### src/rtl/mem_arbiter_pkg.sv
// rtl/mem_arbiter_pkg.sv - shared types and constants for the memory port arbiter
package mem_arbiter_pkg;

  typedef enum logic [1:0] {IDLE, BUSY_I, BUSY_D} arb_state_t;

  typedef struct packed {
    logic        valid;
    logic [63:0] addr;
    logic [2:0]  size;
    logic [7:0]  strobe;
    logic [63:0] data;
  } mreq_t;

  localparam logic [2:0] MSIZE_WORD = 3'd2;

endpackage

### src/rtl/mem_arbiter.sv
// rtl/mem_arbiter.sv - shares one 64-bit memory port between fetch and data buses, data first
// Optional MEM_ARB_STARVE_EN: after STARVE_LIMIT data grants with fetch waiting, fetch is forced.
module mem_arbiter
  import mem_arbiter_pkg::*;
#(
  parameter int RESET_PC_UNUSED = 0,
  parameter int STARVE_LIMIT    = 4
) (
  input  logic        clk,
  input  logic        reset,
  input  logic        ireq_valid,
  input  logic [63:0] ireq_addr,
  output logic        iresp_data_ok,
  output logic [31:0] iresp_data,
  input  logic        dreq_valid,
  input  logic [63:0] dreq_addr,
  input  logic [2:0]  dreq_size,
  input  logic [7:0]  dreq_strobe,
  input  logic [63:0] dreq_data,
  output logic        dresp_data_ok,
  output logic [63:0] dresp_data,
  output logic        mreq_valid,
  output logic [63:0] mreq_addr,
  output logic [2:0]  mreq_size,
  output logic [7:0]  mreq_strobe,
  output logic [63:0] mreq_data,
  input  logic        mresp_ready,
  input  logic [63:0] mresp_data
);

  if (RESET_PC_UNUSED != 0) begin : g_bad_reset_pc
    $error("mem_arbiter: RESET_PC_UNUSED is reserved and must be 0");
  end
  if (STARVE_LIMIT < 1) begin : g_bad_starve_limit
    $error("mem_arbiter: STARVE_LIMIT must be at least 1");
  end

  arb_state_t state;
  mreq_t      mreq;
  logic       abort;
  logic       grant_d;
  logic       grant_i;
  logic       force_i;

`ifdef MEM_ARB_STARVE_EN
  localparam int CNT_W = $clog2(STARVE_LIMIT + 1);
  logic [CNT_W-1:0] starve_cnt;

  assign force_i = ireq_valid && (starve_cnt == CNT_W'(STARVE_LIMIT));

  // Counts data grants that overtook a waiting fetch; any fetch grant or idle fetch clears it.
  always_ff @(posedge clk or posedge reset) begin
    if (reset) begin
      starve_cnt <= '0;
    end else if (state == IDLE) begin
      if (!ireq_valid || grant_i) starve_cnt <= '0;
      else if (grant_d)           starve_cnt <= starve_cnt + 1'b1;
    end
  end
`else
  assign force_i = 1'b0;
`endif

  assign grant_d = (state == IDLE) && dreq_valid && !force_i;
  assign grant_i = (state == IDLE) && ireq_valid && !grant_d;

  assign mreq_valid  = mreq.valid;
  assign mreq_addr   = mreq.addr;
  assign mreq_size   = mreq.size;
  assign mreq_strobe = mreq.strobe;
  assign mreq_data   = mreq.data;

  always_ff @(posedge clk or posedge reset) begin
    if (reset) begin
      state         <= IDLE;
      mreq          <= '0;
      abort         <= 1'b0;
      iresp_data_ok <= 1'b0;
      iresp_data    <= '0;
      dresp_data_ok <= 1'b0;
      dresp_data    <= '0;
    end else begin
      iresp_data_ok <= 1'b0;
      dresp_data_ok <= 1'b0;
      unique case (state)
        IDLE: begin
          abort <= 1'b0;
          if (grant_d) begin
            mreq  <= '{valid: 1'b1, addr: dreq_addr, size: dreq_size,
                       strobe: dreq_strobe, data: dreq_data};
            state <= BUSY_D;
          end else if (grant_i) begin
            mreq  <= '{valid: 1'b1, addr: ireq_addr, size: MSIZE_WORD,
                       strobe: 8'h00, data: 64'h0};
            state <= BUSY_I;
          end
        end
        BUSY_I: begin
          if (mresp_ready) begin
            // A flushed fetch still drains from memory but its word is never delivered.
            mreq.valid    <= 1'b0;
            state         <= IDLE;
            abort         <= 1'b0;
            iresp_data_ok <= ireq_valid && !abort;
            iresp_data    <= mreq.addr[2] ? mresp_data[63:32] : mresp_data[31:0];
          end else if (!ireq_valid) begin
            abort <= 1'b1;
          end
        end
        BUSY_D: begin
          if (mresp_ready) begin
            mreq.valid    <= 1'b0;
            state         <= IDLE;
            dresp_data_ok <= 1'b1;
            dresp_data    <= mresp_data;
          end
        end
        default: state <= IDLE;
      endcase
    end
  end

endmodule

### config.mk
export PLATFORM = sky130hd
export DESIGN_NAME = mem_arbiter
export DESIGN_NICKNAME = d
export VERILOG_FILES = /design/src/rtl/mem_arbiter_pkg.sv /design/src/rtl/mem_arbiter.sv
export SDC_FILE = /design/constraint.sdc
export NUM_CORES = 1
export LEC_CHECK = 0
export BUFFER_PORTS_ARGS = -buffer_cell sky130_fd_sc_hd__buf_4
export CAP_MARGIN = 20
export CELL_PAD_IN_SITES_DETAIL_PLACEMENT = 0
export CELL_PAD_IN_SITES_GLOBAL_PLACEMENT = 1
export CORE_AREA = 4 4 195 197
export DETAILED_ROUTE_END_ITERATION = 8
export DIE_AREA = 0 0 199 201
export GPL_TIMING_DRIVEN = 0
export MAX_ROUTING_LAYER = met4
export PLACE_DENSITY = 0.67
export SETUP_SLACK_MARGIN = 0.1
export SYNTH_ARGS = -nofsm -noshare
export SYNTH_HDL_FRONTEND = slang
export SYNTH_SLANG_ARGS = --single-unit
### constraint.sdc
create_clock -name clk -period 7.79 [get_ports clk]
set_input_delay 0.3895 -clock clk [delete_from_list [all_inputs] [get_ports clk]]
set_output_delay 0.3895 -clock clk [all_outputs]
set_load 0.05 [all_outputs]
Word level (Yosys, flattened, before mapping)

Index checks and enable logic that the tools add are counted.

Bits in registers: 241
Bits in latches: 0
Memory bits (writable): 0
Memory bits (read-only): 0
Input port bits: 272
Memories kept: 0

$add $sub $neg: 0
Multipliers: 0
Divide/modulo/power cells: 0
Order comparisons: 0
Equal/unequal tests: 5
Shift operators: 0
Mux-type cells: 16
Bitwise gates (word level): 0
Reductions and logical operators: 17

Operators with widths:

| cell                                                            | number |
|---|---|
| 140-bit 2-to-1 mux                                              | 2 |
| 32-bit 2-to-1 mux                                               | 1 |
| 2-bit AND reduction                                             | 5 |
| 1-bit 2-to-1 mux                                                | 7 |
| 2-bit 2-to-1 mux                                                | 3 |
| 3-bit != test, second input constant                            | 2 |
| 2-bit nonzero test                                              | 3 |
| 1-bit logical AND                                               | 4 |
| 1-bit one-hot mux with 2 select lines                           | 2 |
| 2-bit one-hot mux with 2 select lines                           | 1 |
| 3-bit AND reduction                                             | 1 |
| 2-bit by 1-bit == test with 1-bit output, second input constant | 1 |
| 2-bit == test, second input constant                            | 1 |
| 1-bit logical NOT                                               | 2 |
| 2-bit logical NOT                                               | 1 |
| 2-bit by 1-bit != test with 1-bit output, second input constant | 1 |
| 2-bit OR reduction                                              | 1 |

Depth between registers and ports, before layout

Gate-level depths: netlist of the first run.

Depth in word-level cells: 7
Depth in mapped cells: 8

Worst setup path after synthesis of the first run

No wires, ideal clock.

Path kind: flip-flop to flip-flop
Start point: reg mreq, in the netlist mreq_addr[2]
End point: reg iresp_data[0]
Library setup time: 0.126 ns
Arrival time: 1.387 ns
Data required time: 7.664 ns
Path slack: 6.277 ns
Cell stages (with the launch flop): 5
Buffers on the path: 2
Clock period less this slack: 1.513 ns
Cells stage by stage: dfrtp_1 buf_2 buf_2 mux2i_1 a21oi_1

Cells in the longest elaborated chain, start to end: 1

Ends and longest elaborated chain:

| item                   | RTL line           | RTL |
|---|---|---|
| from (decl)            | mem_arbiter.sv:39  | `mreq_t mreq;` |
| from (signal assigned) | mem_arbiter.sv:89  | `mreq <= '{valid: 1'b1, addr: dreq_addr, size: dreq_size,` |
| from (signal assigned) | mem_arbiter.sv:93  | `mreq <= '{valid: 1'b1, addr: ireq_addr, size: MSIZE_WORD,` |
| 32-bit 2-to-1 mux      | mem_arbiter.sv:105 | `iresp_data <= mreq.addr[2] ? mresp_data[63:32] : mresp_data[31:0];` |
| to (signal assigned)   | mem_arbiter.sv:105 |  |
| to (decl)              | mem_arbiter.sv:14  | `output logic [31:0] iresp_data,` |

Every way passes these cells.
A chain may end at the register's enable or synchronous reset.

Worst setup path after layout of the first run

Start point: reg state[1]
End point: reg mreq, in the netlist mreq_data[4]

Cells in the longest elaborated chain, start to end: 6
Elaborated cells on any way between the ends: 8
Those cells by class: mux (1); reduce/logical (7)

Ends and longest elaborated chain:

| item                          | RTL line                                                | RTL |
|---|---|---|
| from (decl)                   | mem_arbiter.sv:38                                       | `arb_state_t state;` |
| from (signal assigned)        | mem_arbiter.sv:75                                       | `state <= IDLE;` |
| from (signal assigned)        | mem_arbiter.sv:91                                       | `state <= BUSY_D;` |
| from (signal assigned)        | mem_arbiter.sv:95                                       | `state <= BUSY_I;` |
| 2-bit logical NOT *           | mem_arbiter.sv:64, mem_arbiter.sv:65, mem_arbiter.sv:85 |  |
| 1-bit logical AND             | mem_arbiter.sv:64                                       | `assign grant_d = (state == IDLE) && dreq_valid && !force_i;` |
| 1-bit logical NOT             | mem_arbiter.sv:65                                       | `assign grant_i = (state == IDLE) && ireq_valid && !grant_d;` |
| 1-bit logical AND             | mem_arbiter.sv:65                                       |  |
| 2-bit nonzero test (no line)  | -                                                       |  |
| 2-bit AND reduction (no line) | -                                                       |  |

Every way passes the cells marked *; elsewhere a longest branch is shown, timed or not.

==> results.ini, run 1 <==
[run_status]
status=complete, but fails checks
violations=hold timing

[clock_network]
postCtsResizedCells=0
postCtsSetupRepairBufs=0
cts_tree=done
clock-sinks=241
root_buffer=clkbuf_16
htree_levels=1
cts_hold_buf=0
cts_buffer_depth=3
clk_pin_slew_ns=0.06
clock_latency_ns=0.53
cts_made_buffers=27

[worst_setup_path]
worst_r2r_endpoint=mreq_data[4]
r2r_slack_ns=5.93
end_kind=register
startpoint=state[1]
critPathLaunchType=register
cp_max_fo=10
r2r_start=state[1]
crit_type=reg -> reg
cp_data_required_time_ns=8.25
crit_arrival_ns=2.32
r2r_cells=8

[power_and_ir_drop]
p_leak_nw=7.34
power.density_nw_per_um2=551
ir_worst_vdd_v=0.000261

[global_routing]
first_global_vias=8990
grt_pass1_wl_um=54100
overflow=0
grt_use_total=0.177
grt_start_max_net_pins=122
antenna_found_initial=0

[route]
vias=8180
dr.pass1.iters=6
drt-total-wl_um=36200
drc=0
ant_nets=0
wire_per_inst_um=20.2
vias_per_cell=4.57
first_iter_violations=312

[yosys]
synth_top_flop_cell=dfrtp_1
ys_seq_area_frac=0.629
synth_edf_count=0
syn_inst=763
synth_common_cells=dfrtp_1, a21oi_1, nor2_1, a22o_1
synth_area_leaders=dfrtp_1, mux2_2, a22o_1
synth_most_common_cell=dfrtp_1
synth.distinct_cells=25
syn_nets=1038
ys_ff_latch=241
yosys_warnings=0
synth_area_um2=9590
synth_top_area_frac=0.629
synth_top_cell_by_area=dfrtp_1
post_synth.cell_area_avg_um2=12.6
ys_async_sr_fraction=1.00

[timing]
relSlewSlack=0.550
finalHoldViolCount=4
hold_ws_ns=-0.0191
fin_crit_ns=1.86
skew_ns=0.0111
final-setup-viol-count=0
max_freq_mhz=538
tightestPinTransition_ns=0.675
maxSlewViolCount=0
fin_crit_sh=0.239
rsz0062_at_grt=false
setup_ws_ns=5.93

[job]
drv_cap=0

[cells_and_area]
n_fill_cell=3553
n_antenna_cell=0
areaGrowthSynthToFinish_pct=56.1
nNetsFinal=1578
final-instance-count-excl-fill=1791
drive_gt1_frac=0.515

[floorplan]
die-height_um=201
die_area_um2=40000
start_util=0.265
placement_rows=70
core_area_um2=36300
num_io_pins=510
fp.dieW_um=199

[placed_design]
place_congestion=0.813
dp_cells=1742
dp_slack_ns=5.90
hpwl_um=28000
portBuffers=509

[worst_hold_path]
holdCritPathClass=in -> async

[per-layer routing]
metal	track usage	vias up	wire length, um
li1	-	3841	-
met1	0.221	3980	15000
met2	0.298	315	17900
met3	0.0386	44	2490
met4	0.0379	0	794
met5	-	-	0
[cell type report]
class / count / area (um^2) / area share
sequential: 241 / 6030 / 0.403
timing repair buffer: 511 / 3880 / 0.259
multi-input combinational: 451 / 3090 / 0.206
clock buffer: 34 / 752 / 0.0502
tap: 468 / 586 / 0.0391
buffer: 63 / 442 / 0.0295
clock inverter: 15 / 163 / 0.0109
inverter: 8 / 37.5 / 0.00251
[cell families after synthesis]
kind of cell / share of synthesized area
simple gates: 0.0428
fa+ha+maj: 0.00391
compound gates: 0.167
mux: 0.109
buf+inv: 0.0492
flops: 0.629
[sequential cells by signal (all words and copies together), names as in the netlist]
signal,flops
mreq_valid,1
mreq_data,64
abort,1
dresp_data,64
state,2
iresp_data,32
mreq_strobe,8
iresp_data_ok,1
mreq_addr,64
mreq_size,3
dresp_data_ok,1
[power by group]
part           total (mW)  internal, mW  leakage [nW]  switching [mW]
logic                4.72          1.47          4.05            3.25
registers            2.23          1.87          2.84           0.361
clock network        1.31         0.782         0.454           0.525
[worst max-delay path by stage]
stage	endpoint	slack (ns)	cells after the start
final	mreq_data[4]	5.93	8
after global routing	mreq_data[4]	5.72	8
after CTS	mreq_data[4]	5.87	8
after detailed placement	mreq_strobe[7]	5.90	8
after global placement	mreq_data[17]	-2.33	2
after floorplan	abort	0.78	1
[critical path, cell delays in order, from the launching register on]
cell and delay [ns]:
dfrtp_1 0.40, inv_1 0.09, ha_1 0.14, buf_2 0.18
inv_2 0.05, nor2_2 0.28, buf_4 0.26, buf_4 0.22
a22o_1 0.16
[layout by cell type (no fill, tap or decap), types with 2 or more instances in the layout]
master	netlist	final
a22o_1	76	76
bufinv_16	0	3
dfrtp_1	241	241
buf_2	26	26
clkbuf_16	0	27
o21ai_0	2	2
mux2_2	64	64
a21oi_1	100	100
buf_16	0	2
clkinv_2	0	8
inv_2	2	2
inv_1	6	5
mux2i_1	32	32
nor2_1	99	99
clkinvlp_4	0	2
buf_4	12	521
clkbuf_1	7	9
o22ai_1	64	64
ha_1	3	3
nand2b_1	2	2
buf_6	17	17
nand2_1	2	2
clkbuf_8	0	5
[through the flow]
stage	utilization	hold slack [ns]	setup TNS (ns)	area, um^2	total power, mW
2_1_floorplan	-	0.466	0	9590	5.37
3_3_place_gp	0.386	0.484	-552.70	14000	6.97
3_5_place_dp	0.388	0.483	0	14100	7.01
4_1_cts	0.413	0.0130	0	15000	8.36
5_1_grt	0.413	0.0287	0	15000	8.65
6_report	0.413	-0.0191	0	15000	8.26
Power figures use the tool's default switching activity.
==> run 2, diff against run 1 <==
- clock period: 7.79 -> 1.8 ns (I/O delays scaled with it)
==> results.ini, run 2 (synthesis results as in run 1) <==
[cells_and_area]
multi_input_area_um2=3100
layout_common_cells=buf_4, dlygate4sd3_1, dfrtp_1
regArea_um2=6030
n_fill_cell=3206
drive_gt1_frac=0.435
final_common_cell=buf_4
areaGrowthSynthToFinish_pct=87.6
fin_area_um2=18000
nNetsFinal=1862
final_util=0.496

[timing]
setup_ws_ns=0.136
hold_ws_ns=0.119
relSlewSlack=0.634
final-setup-viol-count=0
skew_ns=0.0108
fin_crit_ns=1.66
tightestPinTransition_ns=0.549
maxSlewViolCount=0
max_freq_mhz=601
rsz0062_at_grt=true
fin_crit_sh=0.924
finalHoldViolCount=0
tns_ns=0

[worst_setup_path]
cp_max_fo=10
cp_data_required_time_ns=2.26
worst_r2r_endpoint=mreq_data[6]
crit_arrival_ns=2.13
critical-path-max-stage-delay_ns=0.60
crit_chain=dlygate4sd3_1 > buf_4 > nand2b_1 > buf_6 > buf_6 > o22ai_1 > dlygate4sd3_1 > a21oi_1
crit_type=in -> reg
r2r_cells=8
r2r_start=state[1]
endpoint=mreq_addr[57]
critPathLaunchType=input port
startpoint=ireq_valid
r2r_slack_ns=0.19
crit_slowest_cell=dlygate4sd3_1
end_kind=register

[power_and_ir_drop]
intPower_mw=18.5
pwr-share-seq=0.265
power.density_nw_per_um2=2040
p_leak_nw=8.66
sw_frac_of_total=0.496
ir_worst_vdd_v=0.00126
p_comb_frac=0.577
pwr-share-clk=0.158
p_switching_mw=18.3

[placed_design]
hpwl_um=28800
dpl-instance-area_um2=14100
dp_slack_ns=-0.127
place_congestion=0.826
portBuffers=509

[run_status]
status=finished clean

[floorplan]
fp.dieW_um=199
num_io_pins=510
die-height_um=201
core_area_um2=36300
die_area_um2=40000
start_util=0.265
placement_rows=70

[worst_hold_path]
holdCritPathClass=in -> reg

[route]
drc=0
vias=9488
vias_per_cell=4.56
wire_per_inst_um=19.3
ant_nets=0
dr.pass1.iters=5
drt-total-wl_um=40100
first_iter_violations=305

[global_routing]
grt_use_total=0.196
first_global_vias=10418
overflow=0
antenna_found_initial=2
grt_pass1_wl_um=60400
grt_start_max_net_pins=44

[clock_network]
cts_buffer_depth=3
root_buffer=clkbuf_16
clock_latency_ns=0.55
clk_pin_slew_ns=0.06
cts_made_buffers=28
cts_tree=done
htree_levels=1
clock-sinks=241

[job]
drv_cap=0

-- run 2: cell count changes in the layout (fill, tap and decap cells not counted), moves of 2 or more --
cell	before	now
buf_12	0	7
buf_2	26	20
buf_6	17	21
buf_8	0	6
clkbuf_16	27	29
clkbuf_2	0	2
clkbuf_4	0	4
clkbuf_8	5	8
diode_2	0	2
dlygate4sd3_1	0	271
-- run 2: how the worst min path moves through the flow --
stage,from,end,slack (ns),cells after the start
global placement,dreq_strobe[3],mreq_strobe[3],0.31,2
finish,dreq_valid,mreq_strobe[4],0.12,4
detailed placement,reset,dresp_data[28],0.19,2
floorplan,dreq_size[1],mreq_size[1],0.21,2
global route,dreq_valid,mreq_size[0],0.14,4
CTS,dreq_valid,mreq_size[0],0.14,4
-- run 2: what timing repair did --
item,CTS,global route
cloned,0,2
pin swaps,0,1
endpoints found under the setup margin,116,184
gates resized for setup,10,27
hold buffers,272,0
endpoints found under the hold margin,281,0
setup buffers,0,4
-- run 2: area by class of cell --
cell class,instances,area share
repair buffers,794,0.376
flip-flops and latches,241,0.335
multi-input cells,451,0.172
clock buffers,40,0.0459
well taps,468,0.0325
plain buffers,63,0.0294
clock inverters,12,0.00702
inverters,8,0.00188
diodes,2,0.000278
-- run 2: stage by stage --
step	power [mW]	instances
after floorplan	23.2	763
after global routing	38.5	2079
after detailed placement	30.4	1747
final	36.8	2079
after global placement	30.2	1740
after CTS	37.0	2071
-- run 2: power by group through the flow --
stage               combinational [mW]  clock [mW]  sequential [mW]
floorplan                         4.42           0             18.8
detailed placement                20.7           0             9.69
global route                      22.3        6.23             10.0
finish                            21.2        5.82             9.74
CTS                               21.2        6.02             9.69
global placement                  20.5           0             9.67
-- run 2: critical path: cells and delay by family --
family / cells / cell delay [ns]
AO/OA/AOI/OAI: 2 / 0.25
buffers and inverters: 5 / 1.70
AND/OR/NAND/NOR: 1 / 0.09
-- run 2: per-layer routing --
layer,share of wire,wire (um),vias to the layer above,global-route usage
li1,-,-,4419,-
met2,0.50,20200,364,0.335
met4,0.034,1380,0,0.0618
met3,0.061,2430,84,0.0354
met1,0.40,16100,4621,0.236
met5,0,0,-,-
